### src/rtl/adam_axil_regs_slv.sv
// AXI-Lite responder terminating a master port in a bank of NO_REGS registers,
// with a read-only mask, byte strobes, SLVERR on bad access and a drain-then-ack pause.
module adam_axil_regs_slv #(
  parameter int                    ADDR_WIDTH  = 32,
  parameter int                    DATA_WIDTH  = 32,
  parameter int                    NO_REGS     = 8,
  parameter logic [NO_REGS-1:0]    RO_MASK     = '0,
  parameter logic [DATA_WIDTH-1:0] RESET_VALUE = '0
) (
  input  logic                          clk,
  input  logic                          rst_n,
  input  logic                          pause_req,
  output logic                          pause_ack,
  input  logic [ADDR_WIDTH-1:0]         aw_addr,
  input  logic [2:0]                    aw_prot,
  input  logic                          aw_valid,
  output logic                          aw_ready,
  input  logic [DATA_WIDTH-1:0]         w_data,
  input  logic [DATA_WIDTH/8-1:0]       w_strb,
  input  logic                          w_valid,
  output logic                          w_ready,
  output logic [1:0]                    b_resp,
  output logic                          b_valid,
  input  logic                          b_ready,
  input  logic [ADDR_WIDTH-1:0]         ar_addr,
  input  logic [2:0]                    ar_prot,
  input  logic                          ar_valid,
  output logic                          ar_ready,
  output logic [DATA_WIDTH-1:0]         r_data,
  output logic [1:0]                    r_resp,
  output logic                          r_valid,
  input  logic                          r_ready,
  output logic [NO_REGS*DATA_WIDTH-1:0] regs_q,
  output logic [NO_REGS-1:0]            regs_we,
  input  logic [NO_REGS*DATA_WIDTH-1:0] hw_rdata
);
  localparam int STRB_WIDTH = DATA_WIDTH/8;
  localparam int OFS        = $clog2(STRB_WIDTH);
  localparam int IW         = ADDR_WIDTH - OFS;

  localparam logic [1:0] RESP_OKAY   = 2'b00;
  localparam logic [1:0] RESP_SLVERR = 2'b10;

  localparam logic [1:0] ST_RUN    = 2'd0;
  localparam logic [1:0] ST_DRAIN  = 2'd1;
  localparam logic [1:0] ST_PAUSED = 2'd2;

  logic [1:0]                           state_q, state_d;
  logic                                 en_q;
  logic                                 aw_held_q, w_held_q;
  logic [IW-1:0]                        aw_idx_q;
  logic [DATA_WIDTH-1:0]                w_data_q;
  logic [STRB_WIDTH-1:0]                w_strb_q;
  logic                                 b_valid_q, r_valid_q;
  logic [1:0]                           b_resp_q, r_resp_q;
  logic [DATA_WIDTH-1:0]                r_data_q;
  logic [NO_REGS-1:0][DATA_WIDTH-1:0]   reg_q;
  logic [NO_REGS-1:0]                   we_q;

  logic                  aw_hs, w_hs, b_hs, ar_hs, r_hs, wr_commit, wr_ok, rd_ok;
  logic [IW-1:0]         ar_idx;
  logic [NO_REGS-1:0]    wr_hit, rd_hit;
  logic [DATA_WIDTH-1:0] rd_data;

  // en_q keeps every ready low while in reset and for the first cycle after
  assign aw_ready  = en_q & ~aw_held_q & ~b_valid_q & (~pause_req | w_held_q);
  assign w_ready   = en_q & ~w_held_q  & ~b_valid_q & (~pause_req | aw_held_q);
  assign ar_ready  = en_q & ~r_valid_q & ~pause_req;
  assign aw_hs     = aw_valid & aw_ready;
  assign w_hs      = w_valid & w_ready;
  assign b_hs      = b_valid_q & b_ready;
  assign ar_hs     = ar_valid & ar_ready;
  assign r_hs      = r_valid_q & r_ready;
  assign wr_commit = aw_held_q & w_held_q & ~b_valid_q;
  assign ar_idx    = ar_addr[ADDR_WIDTH-1:OFS];

  always_comb begin
    rd_data = '0;
    for (int i = 0; i < NO_REGS; i++) begin
      wr_hit[i] = (aw_idx_q == IW'(i));
      rd_hit[i] = (ar_idx == IW'(i));
      if (rd_hit[i]) rd_data = RO_MASK[i] ? hw_rdata[i*DATA_WIDTH +: DATA_WIDTH] : reg_q[i];
    end
    wr_ok = |(wr_hit & ~RO_MASK);
    rd_ok = |rd_hit;
  end

  always_ff @(posedge clk or negedge rst_n) begin
    if (!rst_n) begin
      en_q      <= 1'b0;
      aw_held_q <= 1'b0;
      aw_idx_q  <= '0;
      w_held_q  <= 1'b0;
      w_data_q  <= '0;
      w_strb_q  <= '0;
      b_valid_q <= 1'b0;
      b_resp_q  <= RESP_OKAY;
      we_q      <= '0;
    end else begin
      en_q <= 1'b1;
      if (b_hs) aw_held_q <= 1'b0;
      else if (aw_hs) begin
        aw_held_q <= 1'b1;
        aw_idx_q  <= aw_addr[ADDR_WIDTH-1:OFS];
      end
      if (b_hs) w_held_q <= 1'b0;
      else if (w_hs) begin
        w_held_q <= 1'b1;
        w_data_q <= w_data;
        w_strb_q <= w_strb;
      end
      if (wr_commit) begin
        b_valid_q <= 1'b1;
        b_resp_q  <= wr_ok ? RESP_OKAY : RESP_SLVERR;
      end else if (b_hs) begin
        b_valid_q <= 1'b0;
      end
      we_q <= wr_commit ? (wr_hit & ~RO_MASK) : '0;
    end
  end

  // read-only slots stay zero so regs_q shows only writable contents
  always_ff @(posedge clk or negedge rst_n) begin
    if (!rst_n) begin
      for (int i = 0; i < NO_REGS; i++) reg_q[i] <= RO_MASK[i] ? '0 : RESET_VALUE;
    end else if (wr_commit) begin
      for (int i = 0; i < NO_REGS; i++)
        if (wr_hit[i] && !RO_MASK[i])
          for (int b = 0; b < STRB_WIDTH; b++)
            if (w_strb_q[b]) reg_q[i][8*b +: 8] <= w_data_q[8*b +: 8];
    end
  end

  // r_data samples reg_q before a same-edge write lands: reads see the old value
  always_ff @(posedge clk or negedge rst_n) begin
    if (!rst_n) begin
      r_valid_q <= 1'b0;
      r_data_q  <= '0;
      r_resp_q  <= RESP_OKAY;
    end else if (ar_hs) begin
      r_valid_q <= 1'b1;
      r_data_q  <= rd_data;
      r_resp_q  <= rd_ok ? RESP_OKAY : RESP_SLVERR;
    end else if (r_hs) begin
      r_valid_q <= 1'b0;
    end
  end

  always_comb begin
    state_d = state_q;
    case (state_q)
      ST_RUN:    if (pause_req) state_d = ST_DRAIN;
      ST_DRAIN:  if (!pause_req) state_d = ST_RUN;
                 else if (!aw_held_q && !w_held_q && !b_valid_q && !r_valid_q) state_d = ST_PAUSED;
      ST_PAUSED: if (!pause_req) state_d = ST_RUN;
      default:   state_d = ST_RUN;
    endcase
  end

  always_ff @(posedge clk or negedge rst_n) begin
    if (!rst_n) state_q <= ST_RUN;
    else        state_q <= state_d;
  end

  assign pause_ack = (state_q == ST_PAUSED);
  assign b_valid   = b_valid_q;
  assign b_resp    = b_resp_q;
  assign r_valid   = r_valid_q;
  assign r_data    = r_data_q;
  assign r_resp    = r_resp_q;
  assign regs_q    = reg_q;
  assign regs_we   = we_q;

  logic unused;
  assign unused = ^{aw_prot, ar_prot, aw_addr[OFS-1:0], ar_addr[OFS-1:0]};
endmodule
### config.mk
export PLATFORM = sky130hd
export DESIGN_NAME = adam_axil_regs_slv
export DESIGN_NICKNAME = d
export VERILOG_FILES = /design/src/rtl/adam_axil_regs_slv.sv
export SDC_FILE = /design/constraint.sdc
export NUM_CORES = 1
export LEC_CHECK = 0
export ABC_AREA = 1
export BUFFER_PORTS_ARGS = -buffer_cell sky130_fd_sc_hd__buf_2
export CORE_AREA = 2 2 263 265
export CTS_BUF_LIST = sky130_fd_sc_hd__clkbuf_8
export CTS_CLUSTER_SIZE = 25
export DETAILED_ROUTE_END_ITERATION = 7
export DIE_AREA = 0 0 265 267
export SYNTH_ARGS = -nofsm -noshare
export SYNTH_HDL_FRONTEND = slang
export SYNTH_SLANG_ARGS = --single-unit
### constraint.sdc
create_clock -name clk -period 4.2 [get_ports clk]
set_input_delay 0.42 -clock clk [delete_from_list [all_inputs] [get_ports clk]]
set_output_delay 0.42 -clock clk [all_outputs]
set_load 0.05 [all_outputs]
==> impl_summary.md <==
Run status
The flow ran to the end, and the final reports show no timing, DRC or antenna violations.

Floorplan
Pin placement for this block handled 676 I/O pins. The die span in y is 267 um. The floorplan has 96 rows. The x dimension of the die is 265 um. The die covers 0.0708 mm^2.

The effective utilization at floorplan is 24.4%. The floorplan step defined a core boundary enclosing 0.0680 mm^2.

Power
The net switching share of the total power is 31.8%. The leakage power is 11.0 nW. The analysis attributes to net switching a power of 2.93 mW. The combinational power share is 16.4%.

The internal power is 6.29 mW. The share of total power in sequential cells is 44.8%. VDD sags by at most 0.462 mV. For this design the ratio of total power to cell area is 427 mW/mm^2.

The overall power is 9.23 mW. Per report_power, the clock group accounts for 38.8% of the total.

STA
Setup repair after global routing left no endpoint under its margin. In this run the tightest slew margin relative to its limit is 34.4%. The final clock skew is 31.2 ps.

The number of hold violations in the final report is 0. Subtracting the final worst setup slack from the clock period gives 2830 ps. The final number of max-transition violations is 0. The maximum operating frequency is 354 MHz. The post-route fraction of the period consumed by the critical path is 67.3%. On the final layout, the worst hold slack is 60.7 ps. The transition time at the pin with the least slew margin is 984 ps. In the post-route analysis, the smallest setup slack over all paths is 1370 ps. After routing, the total negative slack on setup checks comes to 0 ps.

Setup violations remaining at the end of the flow were counted as 0.

Setup path
The largest individual stage delay along the critical path comes from the cell sky130_fd_sc_hd__nor3b_2. In this run the worst path has a maximum fanout of 16. STA puts the critical path data required time at 4730 ps. The worst setup path is launched from a flip-flop. The delay of the slowest cell on the worst path is 680 ps. Data arrives at the worst endpoint at 3360 ps. The signal on the critical path passes through nor4_2 > nand3_4 > nor3b_2 > nand2_1 > o21ai_0. The top cell family by delay on the critical path is simple AND/OR/NAND/NOR gates.

Counting both buffers and inverters, the worst setup path holds a total of 0. The kind of end point of the critical path is a flip-flop. The critical path class is flip-flop to flip-flop.

Routing
The first routing iteration left 1231 violations. The sum of routed wire length over all layers is 66300 um. Summed over all nets, wire length on met2 after detailed routing comes to 27600 um. After detailed routing, the number of remaining DRC violations is 0. After detailed routing, no signal wire sits above met5. Wire segments on met3 add up to 6050 um in the final route. The first detailed-routing pass ran for 7 iterations. For this block, wires on met1 add up to 31200 um. The routed wirelength normalized by instance count is 20.2 um. The routed layout has 15000 vias. The per-cell via count in the routed design is 4.58. The number of routed nets with antenna violations is 0.

Cells and area
The top cell types in the final layout, fill and taps aside, are sky130_fd_sc_hd__nand2_1, sky130_fd_sc_hd__buf_2, sky130_fd_sc_hd__dfrtp_1, sky130_fd_sc_hd__o21ai_0, sky130_fd_sc_hd__nor2_1. The post-route standard cell area excluding fillers is 0.0216 mm^2. After the flow finishes, the layout carries non-filler instances totaling 3278. The library cell used most frequently in the layout, excluding fill and tap cells, is sky130_fd_sc_hd__nand2_1. The post-layout utilization of the core is 31.8%. Of the cells placed in the final design, the portion with a size suffix greater than 1 is 28.2%. The area growth from synthesis to layout is 30.6%. In the final design database the tool counted 2723 nets.

Synthesis
The number of instances in the synthesized netlist is 1854. The dominant register cell in the synthesized netlist is sky130_fd_sc_hd__dfrtp_1. The compound-gate portion of the synthesized area is 11.2%. Averaged over all synthesized cells, the footprint is 8.93 um^2. After Yosys synthesis, and, or, nand and nor cells account for 25.2% of the synthesized area. The share of the Yosys chip area taken by registers is 56.1%. By area, the combinational part of the netlist is dominated by simple AND/OR/NAND/NOR gates. The adder-cell share of the synthesized area is 0%.

The count of cell types in the netlist is 39. In this run the cell area of the synthesized design comes to 0.0166 mm^2. The synthesized design contains 371 register bits. The fraction of registers with async set/reset is 100%. In this run, synthesis inferred 0 flip-flops with an integrated enable. The fraction of post-synthesis cell area in the top cell type by area is 56.1%. The number of warnings printed during yosys synthesis is 0. The top cell type by total area after synthesis is sky130_fd_sc_hd__dfrtp_1. The multiplexer share of the synthesized area is 1.90%. The fraction of synthesized cell area in xor and xnor cells is 0%. After synthesis, the cell types taking the most area are sky130_fd_sc_hd__dfrtp_1, sky130_fd_sc_hd__nand2_1, sky130_fd_sc_hd__o21ai_0.

GRT
Global routing consumed, over all layers together, 18.6% of the routing resources. The first global-routing pass estimated 96800 um of wire. The number of antenna violations at the first check in global routing came to 15. Entering global routing, the biggest net connects 104 pins. The via count of the first global-routing pass is 14300.

The overflow left after global routing is 0.

Placed design
Input and output buffers added on the ports amount to 407. The final HPWL from detailed placement is 47800 um. Prior to clock tree synthesis, the placed netlist has a worst setup slack of 1260 ps.

The number of placed instances with taps included is 3099. The placed instances occupy a cell area of 0.0196 mm^2. The routability congestion estimate is 0.858.

Clock network
The number of resized instances in the post-cts repair step is 0. The clock slew seen by the registers of the worst setup and hold paths is 60 ps. In this run the clock root is driven by a sky130_fd_sc_hd__clkbuf_8.

The tree built by TritonCTS fans out to 371 sinks. TritonCTS built the clock tree. The maximum buffer depth of the clock tree is 3.

The clock latency on the worst-skew pair is 650 ps. The clock tree synthesis step divided the H-tree into 3 levels. The number of setup buffers added after CTS is 0.

The number of buffers added by the clock tree synthesis step is 71.

Hold path
The worst hold path class is input port to flip-flop.

Job
The number of max-cap violations is 0.
power groups by stage:
stage	clock (mW)	sequential [mW]	combinational, mW
2_1_floorplan	0	4.22	0.851
3_3_place_gp	0	4.18	1.46
4_1_cts	3.68	4.13	1.54
3_5_place_dp	0	4.19	1.49
6_report	3.58	4.13	1.51
5_1_grt	3.85	4.17	1.68
metal layers:
metal  up-vias  GRT usage (%)
met1      7153           26.4
met5         -              0
met2       602           26.6
met4        12           5.71
met3        95           6.10
li1       7151              -
cells in the mapped netlist, drive strengths merged, types with 5 or more instances:
library cell and instances:
a21oi 46, buf 57, clkbuf 26, dfrtp 371
inv 117, mux2 28, nand2 541, nand3 134
nand3b 5, nand4 66, nor2 154, nor3 11
nor4 8, o21ai 266, or2 5
layout make-up:
| class | count | area (um^2) |
|---|---|---|
| Inverter | 118 | 443 |
| Clock inverter | 27 | 221 |
| Antenna cell | 6 | 15.0 |
| Clock buffer | 83 | 1140 |
| Fill cell | 7126 | 46400 |
| Multi-Input combinational cell | 1283 | 6400 |
| Sequential cell | 371 | 9280 |
| Timing Repair Buffer | 508 | 3010 |
| Tap cell | 882 | 1100 |
cells by family after synthesis:
family	count (synthesis)
AND/OR/NAND/NOR	930
flip-flops	371
AO/OA/AOI/OAI	322
buffers and inverters	201
multiplexers	28
other	2
worst min-delay path: stages:
cell and delay, ps:
sky130_fd_sc_hd__buf_2 80, sky130_fd_sc_hd__nor2_1 50, sky130_fd_sc_hd__a21oi_1 100
flip-flops by register name, summed over array words and instances, names as in the netlist, 2 cells and up:
name	count
w_strb_q	4
w_data_q	32
r_data	32
regs_we	8
state_q	2
regs_q	256
aw_idx_q	30
final timing paths:
path	from	to	slack (ps)	cells after the start
hold / removal	w_strb[3]	w_strb_q[3]	60	3
max in group asynchronous	rst_n	aw_idx_q[6]	2770	3
min in group asynchronous	rst_n	r_data[27]	400	2
setup / recovery	aw_idx_q[16]	regs_q[103]	1370	5
setup reg to reg	aw_idx_q[16]	regs_q[103]	1370	5
hold reg to reg	r_data[22]	r_data[22]	470	2
what timing repair did:
item / in CTS / in global routing
endpoints found under the hold margin: 158 / 0
setup endpoints to repair: 0 / 0
hold buffers: 63 / 0
(Power assumes the default switching activity.)
